===== config.mk =====
export PLATFORM = sky130hd
export DESIGN_NAME = regfile_mp_flat
export DESIGN_NICKNAME = d
export VERILOG_FILES = /design/src/rtl/regfile_pkg.sv /design/src/rtl/regfile_mp_if.sv /design/src/rtl/regfile_rd_port.sv /design/src/rtl/regfile_mp.sv /design/src/flat_wrapper.sv
export SDC_FILE = /design/constraint.sdc
export NUM_CORES = 1
export LEC_CHECK = 0
export BUFFER_PORTS_ARGS = -buffer_cell sky130_fd_sc_hd__buf_2
export CORE_MARGIN = 4
export CORE_UTILIZATION = 33
export DETAILED_ROUTE_END_ITERATION = 10
export GPL_ROUTABILITY_DRIVEN = 0
export GPL_TIMING_DRIVEN = 0
export MAX_ROUTING_LAYER = met4
export PLACE_DENSITY = 0.48
export REMOVE_ABC_BUFFERS = 1
export SLEW_MARGIN = 20
export SYNTH_ARGS = -nofsm -noshare
export SYNTH_HDL_FRONTEND = slang
export SYNTH_SLANG_ARGS = --single-unit

===== constraint.sdc =====
create_clock -name clk -period 4.9 [get_ports clk]
set_input_delay 0.98 -clock clk [delete_from_list [all_inputs] [get_ports clk]]
set_output_delay 0.98 -clock clk [all_outputs]
set_load 0.02 [all_outputs]

===== src/rtl/regfile_pkg.sv =====
// ============================================================================
// regfile_pkg : shared types, defaults and port-slicing helper for regfile_mp
// Rev 1.0
// ============================================================================
`default_nettype none

package regfile_pkg;

  localparam int DEF_DATA_W = 32;
  localparam int DEF_ADDR_W = 5;

  typedef enum logic [0:0] {
    RF_CLEAR = 1'b0,
    RF_IDLE  = 1'b1
  } rf_state_e;

  // Low bit of port `port` inside a packed bus of `width`-bit fields.
  function automatic int slice_lo(input int port, input int width);
    return port * width;
  endfunction

endpackage

`default_nettype wire


===== src/rtl/regfile_mp_if.sv =====
// ============================================================================
// regfile_mp_if : decode/writeback-facing bus of the multi-port register file
// Rev 1.0
// ============================================================================
`default_nettype none

interface regfile_mp_if #(
  parameter int DATA_W = 32,
  parameter int ADDR_W = 5,
  parameter int NUM_RD = 2
);

  logic                     wr_en;
  logic [ADDR_W-1:0]        wr_addr;
  logic [DATA_W-1:0]        wr_data;
  logic [NUM_RD*ADDR_W-1:0] rd_addr;
  logic [NUM_RD*DATA_W-1:0] rd_data;
  logic                     clear_req;
  logic                     busy;

  modport master (
    output wr_en, wr_addr, wr_data, rd_addr, clear_req,
    input  rd_data, busy
  );

  modport slave (
    input  wr_en, wr_addr, wr_data, rd_addr, clear_req,
    output rd_data, busy
  );

endinterface

`default_nettype wire


===== src/rtl/regfile_rd_port.sv =====
// ============================================================================
// regfile_rd_port : one read port with clear gating, zero-reg, bypass, opt. reg
// Rev 1.0
// ============================================================================
`default_nettype none

module regfile_rd_port
  import regfile_pkg::*;
#(
  parameter int DATA_W   = DEF_DATA_W,
  parameter int ADDR_W   = DEF_ADDR_W,
  parameter bit ZERO_REG = 1'b1,
  parameter bit BYPASS   = 1'b1,
  parameter bit RD_REG   = 1'b0
) (
  input  wire logic              clk,
  input  wire logic              rst,
  input  wire logic              idle_i,
  input  wire logic [ADDR_W-1:0] rd_addr_i,
  input  wire logic [DATA_W-1:0] arr_data_i,
  input  wire logic              wr_commit_i,
  input  wire logic [ADDR_W-1:0] wr_addr_i,
  input  wire logic [DATA_W-1:0] wr_data_i,
  output logic      [DATA_W-1:0] rd_data_o
);

  logic [DATA_W-1:0] rd_d;
  logic [DATA_W-1:0] rd_q;

  // Zero-register gating outranks bypass; wr_commit_i already excludes
  // dropped writes to entry 0.
  always_comb begin
    rd_d = arr_data_i;
    if (!idle_i) begin
      rd_d = '0;
    end else if (ZERO_REG && (rd_addr_i == '0)) begin
      rd_d = '0;
    end else if (BYPASS && wr_commit_i && (wr_addr_i == rd_addr_i)) begin
      rd_d = wr_data_i;
    end
  end

  always_ff @(posedge clk) begin
    if (rst) begin
      rd_q <= '0;
    end else begin
      rd_q <= rd_d;
    end
  end

  assign rd_data_o = RD_REG ? rd_q : rd_d;

endmodule

`default_nettype wire


===== src/rtl/regfile_mp.sv =====
// ============================================================================
// regfile_mp : parametrised N-read/1-write register file with hardware clear
// Rev 1.0
// ============================================================================
`default_nettype none

module regfile_mp
  import regfile_pkg::*;
#(
  parameter int DATA_W   = DEF_DATA_W,
  parameter int ADDR_W   = DEF_ADDR_W,
  parameter int NUM_RD   = 2,
  parameter bit ZERO_REG = 1'b1,
  parameter bit BYPASS   = 1'b1,
  parameter bit RD_REG   = 1'b0
) (
  input wire logic    clk,
  input wire logic    rst,
  regfile_mp_if.slave rf
);

  localparam int              DEPTH    = 2 ** ADDR_W;
  localparam logic [ADDR_W:0] CLR_LAST = {1'b0, {ADDR_W{1'b1}}};

  rf_state_e         state_q, state_d;
  logic [ADDR_W:0]   clr_cnt_q, clr_cnt_d;
  logic [DATA_W-1:0] mem_q [DEPTH];

  logic idle;
  logic zero_drop;
  logic wr_commit;

  always_ff @(posedge clk) begin
    if (rst) begin
      state_q   <= RF_CLEAR;
      clr_cnt_q <= '0;
    end else begin
      state_q   <= state_d;
      clr_cnt_q <= clr_cnt_d;
    end
  end

  always_comb begin
    state_d   = state_q;
    clr_cnt_d = clr_cnt_q;
    case (state_q)
      RF_CLEAR: begin
        if (clr_cnt_q == CLR_LAST) begin
          state_d   = RF_IDLE;
          clr_cnt_d = '0;
        end else begin
          clr_cnt_d = clr_cnt_q + 1'b1;
        end
      end
      RF_IDLE: begin
        if (rf.clear_req) begin
          state_d   = RF_CLEAR;
          clr_cnt_d = '0;
        end
      end
      default: begin
        state_d   = RF_CLEAR;
        clr_cnt_d = '0;
      end
    endcase
  end

  assign idle      = (state_q == RF_IDLE);
  assign rf.busy   = ~idle;
  assign zero_drop = ZERO_REG && (rf.wr_addr == '0);
  assign wr_commit = idle && !rst && rf.wr_en && !zero_drop;

  // The clear walk owns the write port while busy; user writes are dropped.
  always_ff @(posedge clk) begin
    if (!rst) begin
      if (!idle) begin
        mem_q[clr_cnt_q[ADDR_W-1:0]] <= '0;
      end else if (wr_commit) begin
        mem_q[rf.wr_addr] <= rf.wr_data;
      end
    end
  end

  for (genvar gi = 0; gi < NUM_RD; gi++) begin : g_rd
    logic [ADDR_W-1:0] addr;
    logic [DATA_W-1:0] arr_val;
    logic [DATA_W-1:0] dout;

    assign addr    = rf.rd_addr[slice_lo(gi, ADDR_W) +: ADDR_W];
    assign arr_val = mem_q[addr];

    regfile_rd_port #(
      .DATA_W   (DATA_W),
      .ADDR_W   (ADDR_W),
      .ZERO_REG (ZERO_REG),
      .BYPASS   (BYPASS),
      .RD_REG   (RD_REG)
    ) u_rd_port (
      .clk         (clk),
      .rst         (rst),
      .idle_i      (idle),
      .rd_addr_i   (addr),
      .arr_data_i  (arr_val),
      .wr_commit_i (wr_commit),
      .wr_addr_i   (rf.wr_addr),
      .wr_data_i   (rf.wr_data),
      .rd_data_o   (dout)
    );

    assign rf.rd_data[slice_lo(gi, DATA_W) +: DATA_W] = dout;
  end

endmodule

`default_nettype wire


===== src/flat_wrapper.sv =====
// flat-port wrapper written by rule: the top's interface ports become plain ports
module regfile_mp_flat import regfile_pkg::*;
#(
  parameter int DATA_W   = DEF_DATA_W,
  parameter int ADDR_W   = DEF_ADDR_W,
  parameter int NUM_RD   = 2,
  parameter bit ZERO_REG = 1'b1,
  parameter bit BYPASS   = 1'b1,
  parameter bit RD_REG   = 1'b0
)
  (clk, rst, rf_wr_en, rf_wr_addr, rf_wr_data, rf_rd_addr, rf_clear_req, rf_rd_data, rf_busy);
  regfile_mp_if #(.DATA_W(DATA_W), .ADDR_W(ADDR_W), .NUM_RD(NUM_RD)) rf_i ();
  input wire logic clk;
  input wire logic rst;
  input wire logic [$bits(rf_i.wr_en)-1:0] rf_wr_en;
  input wire logic [$bits(rf_i.wr_addr)-1:0] rf_wr_addr;
  input wire logic [$bits(rf_i.wr_data)-1:0] rf_wr_data;
  input wire logic [$bits(rf_i.rd_addr)-1:0] rf_rd_addr;
  input wire logic [$bits(rf_i.clear_req)-1:0] rf_clear_req;
  output wire logic [$bits(rf_i.rd_data)-1:0] rf_rd_data;
  output wire logic [$bits(rf_i.busy)-1:0] rf_busy;
  assign rf_i.wr_en = rf_wr_en;
  assign rf_i.wr_addr = rf_wr_addr;
  assign rf_i.wr_data = rf_wr_data;
  assign rf_i.rd_addr = rf_rd_addr;
  assign rf_i.clear_req = rf_clear_req;
  assign rf_rd_data = rf_i.rd_data;
  assign rf_busy = rf_i.busy;
  regfile_mp #(.DATA_W(DATA_W), .ADDR_W(ADDR_W), .NUM_RD(NUM_RD), .ZERO_REG(ZERO_REG), .BYPASS(BYPASS), .RD_REG(RD_REG)) u_core (.clk(clk), .rst(rst), .rf(rf_i));
endmodule

==> load_flow_metrics.sql, run 1 <==
INSERT INTO impl_metrics (metric_group, metric, value, unit) VALUES
('cts', 'tritoncts', 'yes', ''),
('global_routing', 'grt.met1_usage', '0.301', ''),
('cts', 'cts.hold.buffers_added', '0', ''),
('drt', 'wl_per_cell', '34.8', 'µm'),
('cts', 'ctsRootBufferMaster', 'clkbuf_16', ''),
('drt', 'vias_per_cell', '6.15', ''),
('worst_setup_path', 'reg2reg_to', 'u_core.mem_q[23][6]$_DFFE_PP_', ''),
('drt', 'final_antenna_net_count', '0', ''),
('drt', 'drc_errors', '0', ''),
('placed_design', 'placedInstanceArea', '54600', 'µm²'),
('yosys', 'synth_xor_area_frac', '0.00177', ''),
('sta', 'hold_violations', '0', ''),
('yosys', 'share_of_synthesized_cell_area_in_and_or_nand_and_nor_gates', '0.0348', ''),
('cells_and_area', 'final_cell_mix', 'edfxtp_1 (1024), mux2i_1 (430), mux4_2 (319), o221ai_1 (163), o22ai_1 (129)', ''),
('drt', 'via_count', '32200', ''),
('drt', 'drt-initial-drc-count', '3548', ''),
('die', 'floorplan.die_area', '157000', 'µm²'),
('cells_and_area', 'final_design_area_no_fill', '59200', 'µm²'),
('cts', 'clock_path_buffers', '3', ''),
('worst_setup_path', 'critical-path-top-delay-family', 'buffers and inverters', ''),
('global_routing', 'grt.overflow.total', '0', ''),
('sta', 'final_min_period_over_clock_period', '0.991', ''),
('hold_path', 'hold_path.class', 'in2reg', ''),
('worst_setup_path', 'cp-startpoint', 'rf_rd_addr[1]', ''),
('worst_setup_path', 'critical_path.most_common_cell', 'buf_12', ''),
('sta', 'rsz0062_at_grt', 'false', ''),
('die', 'number_of_cell_rows', '141', ''),
('worst_setup_path', 'worstPathRequired', '3.92', 'ns'),
('cts', 'insertion_delay', '0.73', 'ns'),
('cells_and_area', 'drive_above_1_share', '0.257', ''),
('cts', 'ctsHtreeMaxLevel', '3', ''),
('global_routing', 'first_global_vias', '32800', ''),
('die', 'die_w', '396', 'µm'),
('yosys', 'proportion_of_synthesized_area_in_mux_cells', '0.232', ''),
('sta', 'finClkSkew', '0.0176', 'ns'),
('worst_setup_path', 'worst-r2r-setup-slack', '1.29', 'ns'),
('yosys', 'synth_top_family_by_area', 'multiplexers', ''),
('cells_and_area', 'final_common_cell', 'edfxtp_1', ''),
('drt', 'drt_pre_antenna_iters', '6', ''),
('yosys', 'synth-edff-count', '1024', ''),
('yosys', 'synthArstFlopShare', '0', ''),
('global_routing', 'total_routing_resource_utilization_after_global_routing', '0.233', ''),
('sta', 'max_freq', '206', 'MHz'),
('cells_and_area', 'finalCoreUtilization', '0.399', ''),
('worst_setup_path', 'timing.critical_path.arrival', '3.88', 'ns'),
('global_routing', 'grt_first_pass_wirelength', '252000', 'µm'),
('worst_setup_path', 'critical_path.cell_chain', 'buf_12 -> buf_16 -> buf_16 -> nand2b_4 -> buf_12 -> buf_12 -> o221ai_1 -> o221ai_1 -> a21oi_1 -> nor4_1 -> nor2_1 -> buf_2', ''),
('worst_setup_path', 'regToRegStartpoint', 'u_core.idle$_SDFF_PP0_', ''),
('worst_setup_path', 'count_of_cells_along_the_worst_register_to_register_path', '9', ''),
('sta', 'worst_pin_slew', '1.11', 'ns'),
('cts', 'clock_sink_count', '1031', ''),
('cts', 'clk_pin_slew_worst_paths', '0.06', 'ns'),
('worst_setup_path', 'cp_num_cells', '12', ''),
('placed_design', 'dp_hpwl', '112000', 'µm'),
('yosys', 'postSynthCellCount', '3001', ''),
('global_routing', 'grt_use_met2', '0.378', ''),
('worst_setup_path', 'path_max_fanout', '37', ''),
('power', 'power_density', '335', 'nW/µm²'),
('yosys', 'post_synth.cell_area_avg', '16.5', 'µm²'),
('die', 'core-area', '149000', 'µm²'),
('worst_setup_path', 'critical-path-slowest-cell', 'nor4_1', ''),
('yosys', 'synth_seq_cells', '1031', ''),
('placed_design', 'buffer_ports.inserted', '115', ''),
('power', 'irDropWorstVdd', '254', 'µV'),
('yosys', 'post_synth_fa_ha_maj_area_fraction', '0.000252', ''),
('sta', 'final-max-slew-violation-count', '0', ''),
('outcome', 'status', 'finished, final reports clean', ''),
('global_routing', 'maximum_number_of_pins_on_one_net_before_global_route_repair', '66', ''),
('sta', 'setup_viol_count_final', '0', ''),
('sta', 'post-route-min-period', '4.86', 'ns'),
('worst_setup_path', 'cp_slowest_stage_delay', '0.48', 'ns');
## area by class of cell
cell class	count	area [µm²]
repair buffers	277	4360
fillers	13400	89300
inverters	10	55.1
well taps	2002	2500
clock inverters	74	724
clock buffers	135	2950
flip-flops and latches	1031	30900
diodes	1	2.50
multi-input cells	1710	17700
## worst min path at each step
stage / startpoint / endpoint / slack, ns / cells after the start
2_1_floorplan: u_core.clr_cnt_q[5]$_SDFFE_PP0P_ / u_core.clr_cnt_q[5]$_SDFFE_PP0P_ / 0.44 / 1
3_3_place_gp: u_core.clr_cnt_q[5]$_SDFFE_PP0P_ / u_core.clr_cnt_q[5]$_SDFFE_PP0P_ / 0.46 / 1
3_5_place_dp: u_core.clr_cnt_q[5]$_SDFFE_PP0P_ / u_core.clr_cnt_q[5]$_SDFFE_PP0P_ / 0.50 / 1
4_1_cts: rf_clear_req / u_core.idle$_SDFF_PP0_ / 0.46 / 2
5_1_grt: rf_clear_req / u_core.idle$_SDFF_PP0_ / 0.52 / 2
6_report: rf_clear_req / u_core.idle$_SDFF_PP0_ / 0.51 / 2
## synth_stat cells, types with 4 or more instances
library cell | count | area, µm²
a211oi_1 | 9 | 67.6
a21oi_1 | 93 | 465
a22o_1 | 4 | 35.0
a2bb2oi_1 | 7 | 61.3
a31oi_1 | 36 | 225
a32oi_1 | 6 | 52.6
a41oi_1 | 4 | 35.0
and2_1 | 33 | 206
and3_1 | 5 | 31.3
buf_1 | 12 | 45.0
buf_2 | 30 | 150
buf_4 | 44 | 330
buf_6 | 36 | 405
clkbuf_1 | 127 | 477
dfxtp_1 | 7 | 140
edfxtp_1 | 1024 | 30700
inv_1 | 6 | 22.5
mux2i_1 | 430 | 4300
mux4_2 | 319 | 7180
nand2_1 | 105 | 394
nand2b_1 | 10 | 62.6
nand3_1 | 21 | 105
nor2_1 | 132 | 495
nor2b_1 | 16 | 100
nor3_1 | 12 | 60.1
nor3b_1 | 17 | 128
nor4_1 | 13 | 81.3
o21ai_0 | 89 | 445
o221ai_1 | 163 | 1430
o22ai_1 | 130 | 813
o31ai_1 | 18 | 135
xor2_1 | 10 | 87.6
## logic make-up (layout without fill, tap and decap cells)
group           count (synthesis)  count (layout)
compound gates                577             577
xor+xnor                       10              10
fa+ha+maj                       1               1
buf+inv                       261             496
flops                        1031            1031
mux                           749             749
other cells                     0               1
simple gates                  372             373
## sequential cells by signal, indices dropped and copies added (netlist names)
name,cells
u_core.idle,1
u_core.clr_cnt_q,6
u_core.mem_q,1024
## where the power goes
| part | leakage (µW) | switching (µW) | internal [µW] |
|---|---|---|---|
| Combinational | 0.00844 | 972 | 635 |
| Sequential | 0.00794 | 29.1 | 9620 |
| Clock | 0.00181 | 3600 | 5010 |
| Total | 0.0182 | 4600 | 15300 |
## stage by stage
step / instances / hold WS [ns] / setup TNS (ns) / total power [µW] / worst slack [ns]
after global placement: 4867 / 0.462 / -7975.19 / 11500 / -14.46
after detailed placement: 4986 / 0.496 / -53.70 / 11300 / -1.51
after CTS: 5225 / 0.457 / -0.000882 / 20000 / -0.000882
after floorplan: 2750 / 0.443 / 0 / 10500 / 0.235
after global routing: 5239 / 0.520 / 0 / 20400 / 0.0131
final: 5240 / 0.509 / 0 / 19900 / 0.0425
## metal layers
layer  share of wire  wire length (µm)
met1            0.41             74600
met2            0.48             88500
met3           0.070             12700
met4           0.037              6690
met5               0                 0
## repair_timing
item | CTS | global route
endpoints found under the hold margin | 0 | 0
buffers inserted | 12 | 12
pin swaps | 5 | 0
resized for setup | 23 | 7
cloned | 18 | 2
setup endpoints to repair | 64 | 18
No activity file was read; power rests on OpenSTA's default activity.
==> inputs of run 2 (changes only) <==
--- a/config.mk
+++ b/config.mk
@@ -6,7 +6,6 @@
 export NUM_CORES = 1
 export LEC_CHECK = 0
 export BUFFER_PORTS_ARGS = -buffer_cell sky130_fd_sc_hd__buf_2
-export CORE_MARGIN = 4
 export CORE_UTILIZATION = 33
 export DETAILED_ROUTE_END_ITERATION = 10
 export GPL_ROUTABILITY_DRIVEN = 0
==> load_flow_metrics.sql, run 2 (synthesis gave the netlist of run 1 again) <==
INSERT INTO impl_metrics (metric_group, metric, value, unit) VALUES
('cts', 'clock_path_buffers', '3', ''),
('die', 'core-area', '148000', 'µm²'),
('sta', 'post-route-min-period', '4.87', 'ns'),
('cts', 'cts.hold.buffers_added', '0', ''),
('power', 'power', '19700', 'µW'),
('die', 'start_util', '0.334', ''),
('worst_setup_path', 'cp.buffers_inverters', '7', ''),
('hold_path', 'timing.hold.worst.start', 'rf_clear_req', ''),
('cts', 'ctsRootBufferMaster', 'clkbuf_16', ''),
('die', 'floorplan.die_area', '152000', 'µm²'),
('worst_setup_path', 'timing.critical_path.from_type', 'input pin', ''),
('drt', 'wl_per_cell', '34.6', 'µm'),
('cells_and_area', 'final_common_cell', 'edfxtp_1', ''),
('global_routing', 'grt_antenna_before_repair', '2', ''),
('die', 'boundaryPins', '116', ''),
('drt', 'drt_pre_antenna_iters', '6', ''),
('cells_and_area', 'seqCellArea', '30900', 'µm²'),
('cts', 'clk_pin_slew_worst_paths', '0.06', 'ns'),
('placed_design', 'post_place_setup_slack', '-1.54', 'ns'),
('cells_and_area', 'max_ffs_per_register', '1024', ''),
('sta', 'final_min_period_over_clock_period', '0.994', ''),
('hold_path', 'hold_path.class', 'in2reg', ''),
('sta', 'finClkSkew', '0.0269', 'ns'),
('sta', 'worst_pin_slew', '1.18', 'ns'),
('drt', 'drc_errors', '0', ''),
('die', 'floorplan.die.height', '390', 'µm'),
('cts', 'cts-buffers-inserted', '116', ''),
('placed_design', 'buffer_ports.inserted', '115', ''),
('cells_and_area', 'largest_register', 'u_core.mem_q', ''),
('cells_and_area', 'drive_above_1_share', '0.254', ''),
('placed_design', 'dp_hpwl', '112000', 'µm'),
('hold_path', 'min_to', 'u_core.idle$_SDFF_PP0_', ''),
('global_routing', 'total_routing_resource_utilization_after_global_routing', '0.242', ''),
('worst_setup_path', 'critical_path.cell_chain', 'buf_8 -> buf_16 -> or2_4 -> buf_16 -> nor3_1 -> a21oi_4 -> buf_12 -> buf_4 -> buf_4 -> o21ai_0 -> a31oi_2 -> buf_2', ''),
('power', 'p_leak', '0.0182', 'µW'),
('worst_setup_path', 'count_of_cells_along_the_worst_register_to_register_path', '10', ''),
('sta', 'rsz0062_at_grt', 'false', ''),
('global_routing', 'grt.overflow.total', '0', ''),
('cts', 'insertion_delay', '0.74', 'ns'),
('drt', 'vias_per_cell', '6.12', ''),
('cells_and_area', 'multi_input_gate_area_in_the_final_layout', '17700', 'µm²'),
('drt', 'final_antenna_net_count', '0', ''),
('worst_setup_path', 'critical-path-top-delay-family', 'buffers and inverters', ''),
('run', 'max-cap-violations', '0', ''),
('sta', 'setup_viol_count_final', '0', ''),
('worst_setup_path', 'worst-r2r-setup-slack', '1.18', 'ns'),
('cells_and_area', 'syn_to_final_growth', '19.9', '%'),
('die', 'number_of_cell_rows', '141', ''),
('global_routing', 'maximum_number_of_pins_on_one_net_before_global_route_repair', '64', ''),
('worst_setup_path', 'path_max_fanout', '49', ''),
('cts', 'tritoncts', 'yes', ''),
('worst_setup_path', 'worstPathRequired', '3.92', 'ns'),
('hold_path', 'min_path_cells', '2', ''),
('cells_and_area', 'diodes', '0', ''),
('worst_setup_path', 'worst-setup-path-type', 'in2out', ''),
('global_routing', 'grt_first_pass_wirelength', '250000', 'µm'),
('cells_and_area', 'final_cell_mix', 'edfxtp_1 (1024), mux2i_1 (430), mux4_2 (319), o221ai_1 (163), o22ai_1 (129)', ''),
('global_routing', 'first_global_vias', '32400', ''),
('worst_setup_path', 'critical-path-slowest-cell', 'buf_16', ''),
('cells_and_area', 'net_total_in_the_final_layout', '3199', ''),
('sta', 'hold_violations', '0', ''),
('die', 'die_w', '390', 'µm'),
('sta', 'worst_slew_margin_rel', '0.203', ''),
('worst_setup_path', 'regToRegStartpoint', 'u_core.idle$_SDFF_PP0_', ''),
('worst_setup_path', 'reg2reg_to', 'u_core.mem_q[22][0]$_DFFE_PP_', ''),
('cells_and_area', 'filler_cell_count', '13300', ''),
('sta', 'timing.final.ws_setup', '0.0303', 'ns'),
('sta', 'hold-worst-slack', '0.496', 'ns'),
('worst_setup_path', 'cp_slowest_stage_delay', '0.37', 'ns'),
('drt', 'via_count', '32100', ''),
('sta', 'final-max-slew-violation-count', '0', ''),
('sta', 'max_freq', '205', 'MHz'),
('power', 'power_density', '332', 'nW/µm²'),
('drt', 'route.final.wire_length', '181000', 'µm'),
('outcome', 'status', 'finished, final reports clean', ''),
('cts', 'ctsHtreeMaxLevel', '3', ''),
('worst_setup_path', 'timing.critical_path.arrival', '3.89', 'ns'),
('cts', 'clock_sink_count', '1031', ''),
('placed_design', 'placed_cells_incl_taps', '5003', ''),
('power', 'irDropWorstVdd', '279', 'µV'),
('cells_and_area', 'finish.cell_count_without_fillers', '5241', ''),
('drt', 'drt-initial-drc-count', '3945', ''),
('worst_setup_path', 'end_kind', 'primary output', '');
-- run 2: per-stage QoR --
step	util	setup TNS (ns)	cell area [µm²]
floorplan	-	0	48200
finish	0.401	0	59400
global placement	0.345	-8143.20	51200
detailed placement	0.371	-30.44	55100
CTS	0.399	0	59200
global route	0.401	0	59400
-- run 2: worst register-to-register path, stage by stage (launching register included) --
cell      delay, ns
dfxtp_1        0.54
nand3b_1       0.31
a21oi_4        0.35
buf_4          0.20
buf_16         0.18
nor2_1         0.07
a22oi_2        0.88
nor2_4         0.34
buf_16         0.28
buf_16         0.18
buf_16         0.17
-- run 2: layout make-up --
class | instances | area share
Sequential cell | 1031 | 0.520
Multi-Input combinational cell | 1710 | 0.299
Clock inverter | 67 | 0.0100
Inverter | 10 | 0.000926
Timing Repair Buffer | 278 | 0.0768
Tap cell | 2002 | 0.0422
Clock buffer | 143 | 0.0516
-- run 2: worst max-delay path by stage --
stage	start	to	slack, ns	cells after the start
6_report	rf_rd_addr[7]	rf_rd_data[47]	0.03	12
5_1_grt	rf_rd_addr[7]	rf_rd_data[40]	0.004	10
4_1_cts	rf_rd_addr[5]	rf_rd_data[42]	0.01	11
3_5_place_dp	rf_rd_addr[6]	rf_rd_data[51]	-1.54	10
3_3_place_gp	rf_rd_addr[5]	rf_rd_data[45]	-15.55	6
2_1_floorplan	rst	rf_rd_data[32]	0.24	4
-- run 2: report_power, final --
part           internal, µW  leakage (µW)  total (µW)  switching [µW]
clock                  4930       0.00178        8520            3590
combinational           613       0.00849        1570             961
sequential             9620       0.00794        9650            29.0
-- run 2: repair_timing --
item,CTS,global route
setup buffers,9,5
cloned,9,2
pin swaps,4,0
endpoints found under the hold margin,0,0
gates resized for setup,24,9
endpoints found under the setup margin,46,17
-- run 2: layer usage --
layer | track usage | wire, µm | vias up
met5 | - | 0 | -
met4 | 0.0787 | 6440 | 0
met3 | 0.0402 | 14000 | 367
met2 | 0.377 | 84700 | 1606
met1 | 0.323 | 76100 | 17200
li1 | - | - | 12900
